[src/rtl/itlb_miss_handler.sv]
// Single-level page-table walker that refills the instruction TLB on a miss.
// Reads one PTE, then either strobes a refill or raises a held page fault.
module itlb_miss_handler #(
  parameter int VIRT_ADDR_WIDTH    = 32,
  parameter int PAGE_OFFSET_WIDTH  = 12,
  parameter int PHY_PAGE_NUM_WIDTH = 8,
  parameter int PHY_ADDR_WIDTH     = 20
) (
  input  logic                          clk,
  input  logic                          reset,
  input  logic [VIRT_ADDR_WIDTH-1:0]    VirtualAddr,
  input  logic                          tlb_miss,
  input  logic [PHY_ADDR_WIDTH-1:0]     ptbr,
  output logic                          mem_req,
  output logic [PHY_ADDR_WIDTH-1:0]     mem_addr,
  input  logic                          mem_ready,
  input  logic [31:0]                   mem_rdata,
  output logic                          tlb_write,
  output logic [PHY_PAGE_NUM_WIDTH-1:0] physical_page_num_mem,
  output logic                          page_fault,
  output logic [VIRT_ADDR_WIDTH-1:0]    fault_vaddr,
  input  logic                          fault_ack,
  output logic                          itlb_stall
);

  localparam int VPN_WIDTH = VIRT_ADDR_WIDTH - PAGE_OFFSET_WIDTH;

  typedef enum logic [2:0] {IDLE, REQ, FILL, SETTLE, FAULT} state_t;

  state_t                      state;
  logic [VIRT_ADDR_WIDTH-1:0]  vaddr_q;
  logic [VPN_WIDTH-1:0]        vpn;
  logic [PHY_ADDR_WIDTH-1:0]   pte_addr;
  logic                        unused_pte_bits;

  // PTE address is word indexed from the table base; carries out of the top simply wrap.
  assign vpn             = VirtualAddr[VIRT_ADDR_WIDTH-1:PAGE_OFFSET_WIDTH];
  assign pte_addr        = ptbr + PHY_ADDR_WIDTH'({vpn, 2'b00});
  assign unused_pte_bits = ^mem_rdata[30:PHY_PAGE_NUM_WIDTH];

  assign itlb_stall = (state != IDLE) | tlb_miss;

  always_ff @(posedge clk) begin
    if (reset) begin
      state                 <= IDLE;
      vaddr_q               <= '0;
      mem_req               <= 1'b0;
      mem_addr              <= '0;
      tlb_write             <= 1'b0;
      physical_page_num_mem <= '0;
      page_fault            <= 1'b0;
      fault_vaddr           <= '0;
    end else begin
      tlb_write <= 1'b0;
      case (state)
        IDLE: begin
          if (tlb_miss) begin
            vaddr_q  <= VirtualAddr;
            mem_addr <= pte_addr;
            mem_req  <= 1'b1;
            state    <= REQ;
          end
        end
        REQ: begin
          if (mem_ready) begin
            mem_req <= 1'b0;
            if (mem_rdata[31]) begin
              physical_page_num_mem <= mem_rdata[PHY_PAGE_NUM_WIDTH-1:0];
              tlb_write             <= 1'b1;
              state                 <= FILL;
            end else begin
              page_fault  <= 1'b1;
              fault_vaddr <= vaddr_q;
              state       <= FAULT;
            end
          end
        end
        FILL:   state <= SETTLE;
        // Gives the iTLB a cycle to drop tlb_miss so the same miss is not walked twice.
        SETTLE: state <= IDLE;
        FAULT: begin
          if (fault_ack) begin
            page_fault <= 1'b0;
            state      <= IDLE;
          end
        end
        default: state <= IDLE;
      endcase
    end
  end

endmodule

[config.mk]
export PLATFORM = sky130hd
export DESIGN_NAME = itlb_miss_handler
export DESIGN_NICKNAME = d
export VERILOG_FILES = /design/src/rtl/itlb_miss_handler.sv
export SDC_FILE = /design/constraint.sdc
export NUM_CORES = 1
export LEC_CHECK = 0
export CORE_AREA = 2 2 118 97
export CTS_BUF_LIST = sky130_fd_sc_hd__clkbuf_2 sky130_fd_sc_hd__clkbuf_4 sky130_fd_sc_hd__clkbuf_8
export DETAILED_ROUTE_END_ITERATION = 6
export DIE_AREA = 0 0 120 99
export GPL_ROUTABILITY_DRIVEN = 0
export PLACE_DENSITY = 0.77
export SLEW_MARGIN = 20
export SYNTH_ARGS = -nofsm -noshare
export SYNTH_HDL_FRONTEND = slang
export SYNTH_SLANG_ARGS = --single-unit
[constraint.sdc]
create_clock -name clk -period 2.1 [get_ports clk]
set_clock_uncertainty 0.1 [all_clocks]
set_input_delay 0.525 -clock clk [delete_from_list [all_inputs] [get_ports clk]]
set_output_delay 0.525 -clock clk [all_outputs]
set_load 0.005 [all_outputs]
==> impl_metrics.yaml, run 1 <==
synth:
  ys.flop_type: "dfxtp_1"
  async_reset_ff_share_pct: 0
  synth_common_cells: "nand2_1, dfxtp_1, a21oi_1"
  synth_area_leaders: "dfxtp_1, nand2_1, a21oi_1, ha_1, nor2_1"
  synth.top_cell.area_share_pct: 44.9
  syn_nets: 659
  ys_ff_latch: 98
  synthCells: 552
  avgSynthCellArea_um2: 7.92
  synth_edf_count: 0
  yosysWarnings: 0
  synth_top_cell_by_area: "dfxtp_1"
  synthDistinctLibCells: 49
  yosysMostFrequentCell: "nand2_1"
  yosysSeqAreaShare_pct: 44.9
  netlist_area_mm2: 0.00437
clock_network:
  clkTransAtPathRegs_ps: 110
  clkSinkCount: 98
  htree_levels: 3
  cts_tree: "done"
  hold_buffers: 0
  cts_buffer_depth: 2
  cts_made_buffers: 9
  cts_root_buf: "clkbuf_8"
  clk-insertion-delay-late_ps: 370
worst_setup_path:
  arrival_ps: 2310
  critPathLaunchType: "primary input"
  path_class: "in2reg"
  crit_chain: "dlygate4sd2_1 -> ha_4 -> a21o_1 -> a21oi_4 -> nand2_2 -> nor3b_4 -> or4_1 -> nand3_1"
  critPathSlowestCell: "or4_1"
  worstSetupEndpointType: "register"
  critPathMaxFanout: 3
  worst_path_largest_cell_delay_ps: 500
  worstPathRequired_ps: 2320
timing:
  hold_viol: 0
  setup_tns_ps: 0
  rsz0062_at_grt: "yes"
  setup_viol_count_final: 0
  max_slew_margin_pct: 67.5
  slew_viol_final: 0
  finalCritPeriodShare_pct: 99.5
  period_minus_slack_ps: 2090
  fmax_ghz: 0.479
  max_slew.worst_pin.slew_ps: 488
grt:
  grt_pass1_wl_mm: 20.9
  grt_overflow: 0
  track_usage_pct: 21.8
  grt_max_degree: 49
  grt_pass1_vias: 4364
  antenna_found_initial: 0
die:
  start_util_pct: 40.9
  ios: 153
  die_y_um: 99
  num_rows: 34
  fp.dieW_um: 120
  core-area_mm2: 0.0107
  dieArea_mm2: 0.0119
layout:
  syn_to_final_growth_pct: 56.1
  layout-drive-gt1-share_pct: 20.1
  final_cells: 884
  finalNetCount: 842
  diodes: 0
power_and_ir_drop:
  fin_total_pwr_mw: 4.40
  leakagePower_nw: 2.65
  vdd_drop_max_v: 0.000443
  p_per_area_mw_per_mm2: 645
drt:
  drc: 0
  vias: 4640
  drt-initial-drc-count: 347
  wirelength_mm: 13.3
  dr.pass1.iters: 5
  avgViaCountPerCell: 5.25
  wl_per_cell_um: 15.0
  ant_nets: 0
placed_design:
  numPortBuffers: 129
  hpwl_mm: 9.33
  place_inst: 863
min_path:
  hold_class: "in2reg"
run_status:
  status: "complete, no violations"
run:
  maxCapViolCount: 0
==> cell usage in the layout, fill, tap and decap left out, types with 4 or more instances in the layout <==
master           synthesis  routed
nand2_1                167     163
clkdlybuf4s50_1          0     103
dfxtp_1                 98      98
a21oi_1                 93      83
buf_4                    1      75
nor2_1                  30      28
ha_4                     0      14
dlygate4sd2_1            0      13
nor3_1                  11      11
mux2i_1                  9       9
clkbuf_8                 0       9
o211ai_1                 7       7
dlymetal6s2s_1           0       7
a21oi_2                  0       6
o21a_1                   5       5
xnor2_1                  5       5
nand3_1                  7       5
nand2_2                  0       4
a21oi_4                  0       4
o21ai_1                  0       4
o21ai_0                 11       4
==> registers in the layout, indices dropped and copies added, names as in the netlist <==
register               cells
mem_req                    1
tlb_write                  1
mem_addr                  20
vaddr_q                   32
state                      3
physical_page_num_mem      8
page_fault                 1
fault_vaddr               32
==> path summary, 6_finish.rpt <==
check | depth (start not counted) | slack, ps | from | end
setup / recovery | 8 | 10 | VirtualAddr[15] | mem_addr[17]
hold / removal | 3 | 300 | VirtualAddr[12] | vaddr_q[12]
setup reg to reg | 7 | 170 | state[0] | fault_vaddr[28]
hold reg to reg | 2 | 360 | vaddr_q[23] | fault_vaddr[23]
==> through the flow <==
stage          hold WS [ps]  area [um2]  setup WS [ps]  utilization [%]
6_report                304        6820           10.4             63.9
5_1_grt                 299        6820          -41.7             63.9
4_1_cts                 358        6670          -2.34             62.5
3_5_place_dp            344        6300           -767             59.0
3_3_place_gp            335        6300           -700             59.0
2_1_floorplan           332        4420          -78.4                -
==> per-layer routing <==
metal  vias to the layer above  global-route usage (%)  share of wire, %
li1                       2246                       -                 -
met1                      2124                    28.2                44
met2                       225                    35.9                45
met3                        45                    4.69               7.3
met4                         0                    8.05               3.3
met5                         -                       0                 0
==> critical path: cells and delay by family <==
family	cells	cell delay [ps]
simple gates	4	860
buf+inv	1	280
fa+ha+maj	1	260
compound gates	2	380
==> power by group <==
part	internal (mW)	leakage, nW	switching (mW)
Combinational	0.630	1.76	0.578
Sequential	1.98	0.798	0.0830
Clock	0.437	0.0860	0.687
==> what timing repair did <==
action,4_1_cts,5_1_grt
setup buffers,3,3
resized for setup,53,41
endpoints found under the setup margin,14,11
hold endpoints to repair,0,0
pin swaps,15,20
==> cell type report <==
class	count	area, um2
well taps	144	180
clock inverters	7	51.3
repair buffers	206	1890
clock buffers	9	124
fillers	892	3860
flip-flops and latches	98	1960
inverters	4	15.0
multi-input cells	416	2600
==> kinds of logic after synthesis <==
| logic type | after synthesis | share of synthesized area (%) |
|---|---|---|
| fa+ha+maj | 18 | 5.32 |
| buf+inv | 38 | 4.04 |
| compound gates | 136 | 17.8 |
| flops | 98 | 44.9 |
| xor+xnor | 7 | 1.40 |
| simple gates | 245 | 24.2 |
| mux | 10 | 2.32 |
(Power assumes the default switching activity.)
==> run 2: changes to the inputs <==
==> constraint.sdc (replaced) <==
create_clock -name clk -period 2.1 [get_ports clk]
set_clock_uncertainty 0.1 [all_clocks]
set_input_delay 0.315 -clock clk [delete_from_list [all_inputs] [get_ports clk]]
set_output_delay 0.315 -clock clk [all_outputs]
set_load 0.005 [all_outputs]
==> run 2 against run 1 <==
  * The run now ends with negative setup slack left
  * Cell area down 2.9%
  * Cell count shrank 0.90%
  * Hold slack got worse by 150 ps
  * Maximum frequency fell by 2.8%
  * Clock power is 4% higher
  * First-iteration DRC count up 5.5%
  * Non-clock buffer count shrank 8
  * Critical path type unchanged
  * Largest power group unchanged
  * Highest routed layer unchanged
==> impl_metrics.yaml, run 2 (synthesized netlist as in run 1, its figures left out) <==
run_status:
  status: "finished, violations left"
  violations: "negative setup slack"
die:
  dieArea_mm2: 0.0119
  die_y_um: 99
  fp.dieW_um: 120
  core-area_mm2: 0.0107
  start_util_pct: 40.9
  ios: 153
  num_rows: 34
grt:
  grt_overflow: 0
  track_usage_pct: 21.4
  grt_pass1_wl_mm: 20.5
  antenna_found_initial: 0
  grt_pass1_vias: 4434
  grt_max_degree: 39
clock_network:
  clkTransAtPathRegs_ps: 110
  htree_levels: 3
  cts_root_buf: "clkbuf_8"
  hold_buffers: 0
  clk-insertion-delay-late_ps: 370
  clkSinkCount: 98
  cts_tree: "done"
  cts_made_buffers: 9
  cts_buffer_depth: 2
timing:
  setup_tns_ps: -52.1
  slew_viol_final: 0
  max_slew.worst_pin.slew_ps: 485
  rsz0062_at_grt: "yes"
  hold_viol: 0
  period_minus_slack_ps: 2150
  fmax_ghz: 0.465
  finalCritPeriodShare_pct: 102
  setup_viol_count_final: 2
  max_slew_margin_pct: 67.6
  fin_ws_ps: -49.8
drt:
  drt-initial-drc-count: 366
  vias: 4586
  ant_nets: 0
  avgViaCountPerCell: 5.24
  drc: 0
  wl_per_cell_um: 14.7
  wirelength_mm: 12.9
  dr.pass1.iters: 5
worst_setup_path:
  path_class: "in2reg"
  cp_top_family: "buffers and inverters"
  crit_chain: "clkdlybuf4s50_1 -> ha_1 -> buf_4 -> nand4b_1 -> buf_4 -> a21oi_2 -> o21ai_2 -> buf_4 -> mux2_2 -> nor2_1"
  arrival_ps: 2360
  critPathLaunchType: "primary input"
  path_common_cell: "buf_4"
  worstSetupEndpointType: "register"
  path_buf_inv: 4
  critPathSlowestCell: "clkdlybuf4s50_1"
  critPathMaxFanout: 3
  worstPathRequired_ps: 2320
  worst_path_largest_cell_delay_ps: 440
layout:
  syn_to_final_growth_pct: 51.5
  finalNetCount: 834
  layout-drive-gt1-share_pct: 16.0
  diodes: 0
  final_common_cell: "nand2_1"
  layout_common_cells: "nand2_1, clkdlybuf4s50_1, dfxtp_1"
  final_cells: 876
  top_regs: "fault_vaddr (32), vaddr_q (32), mem_addr (20)"
placed_design:
  place_inst: 852
  numPortBuffers: 129
  hpwl_mm: 9.22
power_and_ir_drop:
  vdd_drop_max_v: 0.000388
  p_per_area_mw_per_mm2: 659
  leakagePower_nw: 2.58
run:
  maxCapViolCount: 0
min_path:
  hold_class: "in2reg"
-- run 2: changes by cell type in the layout (fill, tap and decap cells not counted), sizes merged --
| cell | previous run | this run |
|---|---|---|
| clkinv | 3 | 4 |
| clkbuf | 11 | 9 |
| dlymetal6s2s | 7 | 5 |
| clkinvlp | 2 | 1 |
| clkdlybuf4s15 | 1 | 0 |
| buf | 80 | 70 |
| clkdlybuf4s50 | 103 | 121 |
| dlygate4sd2 | 13 | 2 |
-- run 2: cell type report --
class,count,area [um2]
fillers,919,4060
flip-flops and latches,98,1970
repair buffers,198,1870
inverters,4,15.0
clock buffers,9,124
clock inverters,7,63.8
well taps,144,180
multi-input cells,416,2400
-- run 2: repair_timing --
action                                  CTS  global route
resized for setup                        22            23
pin swaps                                15             8
setup buffers                             6             2
endpoints found under the setup margin    8             7
-- run 2: report_power, final --
group          internal (mW)  switching (mW)
clock network          0.451           0.710
registers               1.98          0.0784
logic                  0.597           0.545
-- run 2: final timing paths --
path / start / to / slack, ps / cells past startpoint
worst max-delay path: VirtualAddr[15] / mem_addr[19] / -50 / 10
worst min register to register: vaddr_q[10] / fault_vaddr[10] / 350 / 2
worst min-delay path: VirtualAddr[14] / vaddr_q[14] / 150 / 3
worst max register to register: state[1] / fault_vaddr[19] / 310 / 7
-- run 2: tightest hold or removal path: cells and delay by family --
| family | cells | cell delay (ps) |
|---|---|---|
| AO/OA/AOI/OAI | 1 | 50 |
| buffers and inverters | 1 | 140 |
| AND/OR/NAND/NOR | 1 | 70 |
-- run 2: layer usage --
metal  vias to the layer above  track usage, %  part of all wire [%]
met5                         -               0                     0
met4                         0            6.06                   1.9
met3                        28            6.19                   7.6
met2                       176            35.7                    47
met1                      2142            26.9                    44
li1                       2240               -                     -
-- run 2: stage by stage --
step	setup WS (ps)	hold WS [ps]	util, %	power [mW]	instance area, um2
after floorplan	22.3	332	-	2.60	4370
after global placement	-682	337	57.9	3.12	6190
after detailed placement	-787	344	57.9	3.16	6190
after CTS	2.73	189	60.9	4.35	6500
after global routing	-92.8	128	62.0	4.59	6620
final	-49.8	153	62.0	4.37	6620
